--- src/rtl/lif_pkg.sv ---
// Shared types and constants for the leaky integrate-and-fire neuron.
// Holds the state encoding, guard-bit counts for the saturating datapath and a width helper.
package lif_pkg;

  typedef enum logic {
    INTEGRATE  = 1'b0,
    REFRACTORY = 1'b1
  } lif_state_t;

  // Headroom above V_WIDTH so v - leak + S can never wrap before clamping.
  localparam int GUARD_BITS = 2;
  localparam int CNT_WIDTH  = 4;

  function automatic int max_int(input int a, input int b);
    return (a > b) ? a : b;
  endfunction

endpackage

--- src/rtl/lif_neuron_if.sv ---
// Spike/weight inputs and neuron observation outputs bundled as one interface.
// No handshake: spike_in is sampled on every rising edge, weights are quasi-static.
interface lif_neuron_if #(
  parameter int NUM_IN  = 4,
  parameter int W_WIDTH = 4,
  parameter int V_WIDTH = 8
);
  import lif_pkg::*;

  logic [NUM_IN-1:0]         spike_in;
  logic [NUM_IN*W_WIDTH-1:0] weights;
  logic                      spike_out;
  logic [V_WIDTH-1:0]        membrane;
  logic                      refractory;
  lif_state_t                dbg_state;

  modport master (
    output spike_in, weights,
    input  spike_out, membrane, refractory, dbg_state
  );

  modport slave (
    input  spike_in, weights,
    output spike_out, membrane, refractory, dbg_state
  );

endinterface

--- src/rtl/spike_weight_sum.sv ---
// Combinational gated adder: signed sum of the weights whose spike input is high.
// S_WIDTH is chosen by the parent wide enough that the sum cannot overflow.
module spike_weight_sum #(
  parameter int NUM_IN  = 4,
  parameter int W_WIDTH = 4,
  parameter int S_WIDTH = 10
) (
  input  logic [NUM_IN-1:0]         spike_in,
  input  logic [NUM_IN*W_WIDTH-1:0] weights,
  output logic signed [S_WIDTH-1:0] sum
);

  logic signed [W_WIDTH-1:0] w;

  always_comb begin
    sum = '0;
    w   = '0;
    for (int i = 0; i < NUM_IN; i++) begin
      w = weights[i*W_WIDTH +: W_WIDTH];
      if (spike_in[i]) begin
        sum = sum + S_WIDTH'(w);
      end
    end
  end

endmodule

--- src/rtl/lif_neuron.sv ---
// Leaky integrate-and-fire neuron: saturating membrane integration, threshold firing
// and a fixed-length refractory period, with the FSM state exposed for observation.
module lif_neuron
  import lif_pkg::*;
#(
  parameter int NUM_IN     = 4,
  parameter int W_WIDTH    = 4,
  parameter int V_WIDTH    = 8,
  parameter int THRESH     = 64,
  parameter int LEAK_SHIFT = 3,
  parameter int REFRAC     = 3
) (
  input logic   clk,
  input logic   reset,
  lif_neuron_if.slave bus
);

  localparam int SUM_W  = max_int(V_WIDTH + GUARD_BITS, W_WIDTH + $clog2(NUM_IN) + 1);
  localparam int CAND_W = max_int(V_WIDTH + GUARD_BITS, SUM_W) + 1;

  localparam logic signed [CAND_W-1:0] VMAX_EXT =
    $signed({{(CAND_W-V_WIDTH){1'b0}}, {V_WIDTH{1'b1}}});
  localparam logic [V_WIDTH-1:0]   THRESH_V = V_WIDTH'(THRESH);
  localparam logic [CNT_WIDTH-1:0] CNT_INIT = (REFRAC > 0) ? CNT_WIDTH'(REFRAC - 1) : '0;

  lif_state_t             state_q, next_state;
  logic [CNT_WIDTH-1:0]   cnt_q, cnt_d;
  logic [V_WIDTH-1:0]     v_q, v_d;
  logic                   spk_q, spk_d;

  logic signed [SUM_W-1:0]  syn_sum;
  logic [V_WIDTH-1:0]       leak;
  logic signed [CAND_W-1:0] v_ext, leak_ext, cand;
  logic [V_WIDTH-1:0]       v_clamped;

  spike_weight_sum #(
    .NUM_IN  (NUM_IN),
    .W_WIDTH (W_WIDTH),
    .S_WIDTH (SUM_W)
  ) u_sum (
    .spike_in (bus.spike_in),
    .weights  (bus.weights),
    .sum      (syn_sum)
  );

  assign leak     = v_q >> LEAK_SHIFT;
  assign v_ext    = $signed({{(CAND_W-V_WIDTH){1'b0}}, v_q});
  assign leak_ext = $signed({{(CAND_W-V_WIDTH){1'b0}}, leak});
  assign cand     = v_ext - leak_ext + CAND_W'(syn_sum);

  always_comb begin
    v_clamped = cand[V_WIDTH-1:0];
    if (cand < 0) begin
      v_clamped = '0;
    end else if (cand > VMAX_EXT) begin
      v_clamped = '1;
    end
  end

  always_ff @(posedge clk or posedge reset) begin
    if (reset) begin
      state_q <= INTEGRATE;
      cnt_q   <= '0;
      v_q     <= '0;
      spk_q   <= 1'b0;
    end else begin
      state_q <= next_state;
      cnt_q   <= cnt_d;
      v_q     <= v_d;
      spk_q   <= spk_d;
    end
  end

  // The counter is loaded with REFRAC-1 so that REFRACTORY spans exactly REFRAC edges.
  always_comb begin
    next_state = state_q;
    cnt_d      = cnt_q;
    v_d        = v_q;
    spk_d      = 1'b0;
    case (state_q)
      INTEGRATE: begin
        if (v_clamped >= THRESH_V) begin
          spk_d = 1'b1;
          v_d   = '0;
          if (REFRAC > 0) begin
            next_state = REFRACTORY;
            cnt_d      = CNT_INIT;
          end
        end else begin
          v_d = v_clamped;
        end
      end
      REFRACTORY: begin
        v_d = '0;
        if (cnt_q == '0) begin
          next_state = INTEGRATE;
        end else begin
          cnt_d = cnt_q - 1'b1;
        end
      end
      default: begin
        next_state = INTEGRATE;
        cnt_d      = '0;
        v_d        = '0;
      end
    endcase
  end

  assign bus.spike_out  = spk_q;
  assign bus.membrane   = v_q;
  assign bus.refractory = (state_q == REFRACTORY);
  assign bus.dbg_state  = state_q;

endmodule

--- src/flat_wrapper.sv ---
// flat-port wrapper written by rule: the top's interface ports become plain ports
module lif_neuron_flat import lif_pkg::*;
#(
  parameter int NUM_IN     = 4,
  parameter int W_WIDTH    = 4,
  parameter int V_WIDTH    = 8,
  parameter int THRESH     = 64,
  parameter int LEAK_SHIFT = 3,
  parameter int REFRAC     = 3
)
  (clk, reset, bus_spike_in, bus_weights, bus_spike_out, bus_membrane, bus_refractory, bus_dbg_state);
  lif_neuron_if #(.NUM_IN(NUM_IN), .W_WIDTH(W_WIDTH), .V_WIDTH(V_WIDTH)) bus_i ();
  input logic clk;
  input logic reset;
  input wire logic [$bits(bus_i.spike_in)-1:0] bus_spike_in;
  input wire logic [$bits(bus_i.weights)-1:0] bus_weights;
  output wire logic [$bits(bus_i.spike_out)-1:0] bus_spike_out;
  output wire logic [$bits(bus_i.membrane)-1:0] bus_membrane;
  output wire logic [$bits(bus_i.refractory)-1:0] bus_refractory;
  output wire logic [$bits(bus_i.dbg_state)-1:0] bus_dbg_state;
  assign bus_i.spike_in = bus_spike_in;
  assign bus_i.weights = bus_weights;
  assign bus_spike_out = bus_i.spike_out;
  assign bus_membrane = bus_i.membrane;
  assign bus_refractory = bus_i.refractory;
  assign bus_dbg_state = bus_i.dbg_state;
  lif_neuron #(.NUM_IN(NUM_IN), .W_WIDTH(W_WIDTH), .V_WIDTH(V_WIDTH), .THRESH(THRESH), .LEAK_SHIFT(LEAK_SHIFT), .REFRAC(REFRAC)) u_core (.clk(clk), .reset(reset), .bus(bus_i));
endmodule
--- config.mk ---
export PLATFORM = sky130hd
export DESIGN_NAME = lif_neuron_flat
export DESIGN_NICKNAME = d
export VERILOG_FILES = /design/src/rtl/lif_pkg.sv /design/src/rtl/lif_neuron_if.sv /design/src/rtl/spike_weight_sum.sv /design/src/rtl/lif_neuron.sv /design/src/flat_wrapper.sv
export SDC_FILE = /design/constraint.sdc
export NUM_CORES = 1
export LEC_CHECK = 0
export ABC_AREA = 1
export CORE_MARGIN = 2
export CORE_UTILIZATION = 51
export CTS_CLUSTER_SIZE = 40
export DETAILED_ROUTE_END_ITERATION = 16
export PLACE_DENSITY = 0.74
export SLEW_MARGIN = 10
export SYNTH_ARGS = -nofsm -noshare
export SYNTH_HDL_FRONTEND = slang
export SYNTH_HIERARCHICAL = 1
export SYNTH_SLANG_ARGS = --single-unit
--- constraint.sdc ---
create_clock -name clk -period 3.3 [get_ports clk]
set_input_delay 0.33 -clock clk [delete_from_list [all_inputs] [get_ports clk]]
set_output_delay 0.33 -clock clk [all_outputs]
set_load 0.05 [all_outputs]
==> flow_metrics.py <==
metrics = {
    "clocking": {
        "cts_hold_buffers": 0,
        "insertion_delay_ns": 0.24,
        "cts_made_buffers": 3,
        "clkTransAtPathRegs_ns": 0.06,
        "cts_tree": "built",
        "htreeDepth": 1,
        "clock_path_buffers": 2,
        "cts_sinks": 14,
        "ctsRootBufferMaster": "clkbuf_8",
    },
    "synthesis": {
        "async_reset_ff_share_pct": 100,
        "ys_types": 38,
        "yosysMostFrequentCell": "nand2_1",
        "yosys.area.top_type_share_pct": 18.1,
        "synth_area_sq_um": 2860,
        "syn_inst": 453,
        "synthTopCellsByCount": "138 x nand2_1, 76 x inv_1, 40 x ha_1",
        "synth_area_leaders": "nand2_1 18%, ha_1 17%, dfrtp_1 12%",
        "synth_top_flop_cell": "dfrtp_1",
        "synth-seq-cells": 14,
        "synth_top_area_cell": "nand2_1",
        "yosysSeqAreaShare_pct": 12.2,
        "synth_edf_count": 0,
        "ys_warn_count": 6,
        "avgSynthCellArea_sq_um": 6.31,
    },
    "finish": {
        "multi_input_area_sq_um": 2640,
        "fillers": 347,
        "finalNetCount": 656,
        "syn_to_final_growth_pct": 59.0,
        "final-seq-area_sq_um": 350,
        "final_cells": 658,
        "drive_gt1_share_pct": 38.6,
        "diodes": 0,
    },
    "pwr": {
        "p_sw_mw": 2.08,
        "p_seq_share_pct": 7.1,
        "power_leakage_nw": 2.38,
        "p_int_mw": 1.81,
        "irDropWorstVdd_mv": 0.857,
        "switching_share_pct": 53.5,
        "clockPowerShare_pct": 4.1,
        "p_per_area_nw_per_um2": 857,
        "comb_power_share_pct": 88.7,
    },
    "route": {
        "totalWireLength_microns": 9960,
        "detail-route-antenna-nets": 0,
        "first_iter_violations": 236,
        "first_pass_iters": 5,
        "drc": 0,
        "routed_via_density": 5.38,
        "wl_per_cell_microns": 15.1,
        "via_count": 3543,
    },
    "floorplanning": {
        "std_cell_rows": 27,
        "core_sq_um": 5470,
        "io_pins": 33,
        "die_w_microns": 78.9,
        "die_h_microns": 78.9,
        "start_util_pct": 52.3,
        "die-area_sq_um": 6220,
    },
    "status": {
        "status": "complete, but fails checks",
        "violations": "negative setup slack",
    },
    "worst_setup_path": {
        "path_max_fanout": 6,
        "slowest_stage": "fa_1",
        "cp-end-kind": "flip-flop",
        "r2r_setup_slack_ns": -0.21,
        "worstPathArrival_ns": 5.44,
        "critPathLaunchType": "input port",
        "critPathKind": "in2reg",
        "r2r_cells": 20,
        "max_stage_delay_ns": 0.47,
        "crit_required_ns": 3.46,
    },
    "placed_design": {
        "gp_congestion": 0.888,
        "hpwlAfterDp_microns": 6680,
        "numPortBuffers": 32,
        "dp_cells": 631,
        "place_ws_ns": -2.78,
    },
    "sta": {
        "slew-limit-headroom_pct": 47.2,
        "rsz0062_at_grt": "true",
        "tightest_slew_ns": 0.786,
        "fmax_ghz": 0.189,
        "slew_viol_final": 0,
        "fin_ws_ns": -1.98,
        "hold_slack_ns": 0.427,
        "period_minus_slack_ns": 5.28,
        "hold_violations": 0,
        "min_period_over_period_pct": 160,
        "setup_viol": 12,
        "finalClockSkew_ns": 0.00295,
    },
    "flow_run": {
        "cap_violations": 0,
    },
    "global_routing": {
        "antenna_found_initial": 0,
        "grtUsageTotal_pct": 29.2,
        "grt_max_degree": 15,
        "grt_pass1_vias": 3357,
        "grt_pass1_wl_microns": 14800,
        "grt.overflow.total": 0,
    },
    "hold_path": {
        "hold_path.class": "in2async",
    },
}
cell type report:
type / instances / area share (%)
repair buffers: 131 / 24.0
inverters: 84 / 6.99
well taps: 72 / 1.98
clock buffers: 4 / 1.21
flip-flops and latches: 14 / 7.70
multi-input cells: 353 / 58.1
cell families (layout without fill, tap and decap cells):
group,after synthesis,after routing,share of synthesized area [%]
buf+inv,87,219,11.7
flops,14,14,12.2
simple gates,234,234,37.0
compound gates,51,51,10.7
fa+ha+maj,47,47,22.4
other cells,1,2,0.131
xor+xnor,19,19,5.82
routing by layer:
| metal | vias to the layer above | wire length [microns] | track usage, % |
|---|---|---|---|
| met4 | 0 | 282 | 5.52 |
| met5 | - | 0 | 0 |
| met2 | 123 | 5060 | 54.7 |
| li1 | 1703 | - | - |
| met3 | 36 | 539 | 2.50 |
| met1 | 1681 | 4090 | 36.8 |
critical path, delay by kind of cell:
family | cells | cell delay, ns
and+or+nand+nor | 21 | 2.18
adders and majority gates | 6 | 1.76
AOI/OAI and AO/OA | 4 | 0.59
buffers and inverters | 9 | 0.56
sequential cells by signal, indices dropped and copies added (netlist names):
name and cells:
u_core/bus.membrane 8, u_core/cnt_q 4, u_core/bus.dbg_state 1, u_core/bus.spike_out 1
layout by cell type (no fill, tap or decap), drive strengths merged, types with 2 or more instances in the layout:
cell	instances
xnor2	8
xor2	11
o21a	2
clkbuf	5
buf	102
nand4	7
clkdlybuf4s50	25
nor2	27
a31oi	2
inv	84
or2	4
ha	40
nor3	6
nand3b	4
nor3b	2
dfrtp	14
fa	7
clkdlybuf4s15	2
nand3	37
conb	2
o21ai	16
a21oi	26
nand2	146
power by group through the flow:
stage	Sequential (mW)	Combinational [mW]	Clock, mW
5_1_grt	0.283	3.72	0.175
4_1_cts	0.276	3.06	0.167
6_report	0.279	3.46	0.162
3_3_place_gp	0.278	2.73	0
2_1_floorplan	0.373	1.84	0
3_5_place_dp	0.278	2.80	0
worst paths after layout:
check,from,end
max,bus_spike_in[0],u_core/bus.membrane[1]
min,reset,u_core/bus.membrane[6]
max reg2reg,u_core/bus.membrane[5],u_core/bus.membrane[1]
min reg2reg,u_core/cnt_q[0],u_core/cnt_q[0]
max in group asynchronous,reset,u_core/cnt_q[0]
min in group clk,u_core/cnt_q[0],u_core/cnt_q[0]
what timing repair did:
| item | CTS | global route |
|---|---|---|
| resized for setup | 57 | 51 |
| endpoints found under the hold margin | 0 | 0 |
| setup buffers | 17 | 6 |
| pin swaps | 52 | 56 |
| endpoints found under the setup margin | 12 | 12 |
per-stage QoR:
step | area, sq um | power (mW) | util, % | TNS (ns)
after global placement | 3960 | 3.00 | 72.4 | -31.01
final | 4550 | 3.90 | 83.1 | -23.26
after CTS | 4320 | 3.51 | 78.9 | -22.12
after detailed placement | 3960 | 3.08 | 72.4 | -32.31
after global routing | 4550 | 4.18 | 83.1 | -26.15
after floorplan | 3000 | 2.21 | - | -18.15
Note: power is estimated with default switching activity, not from simulation.
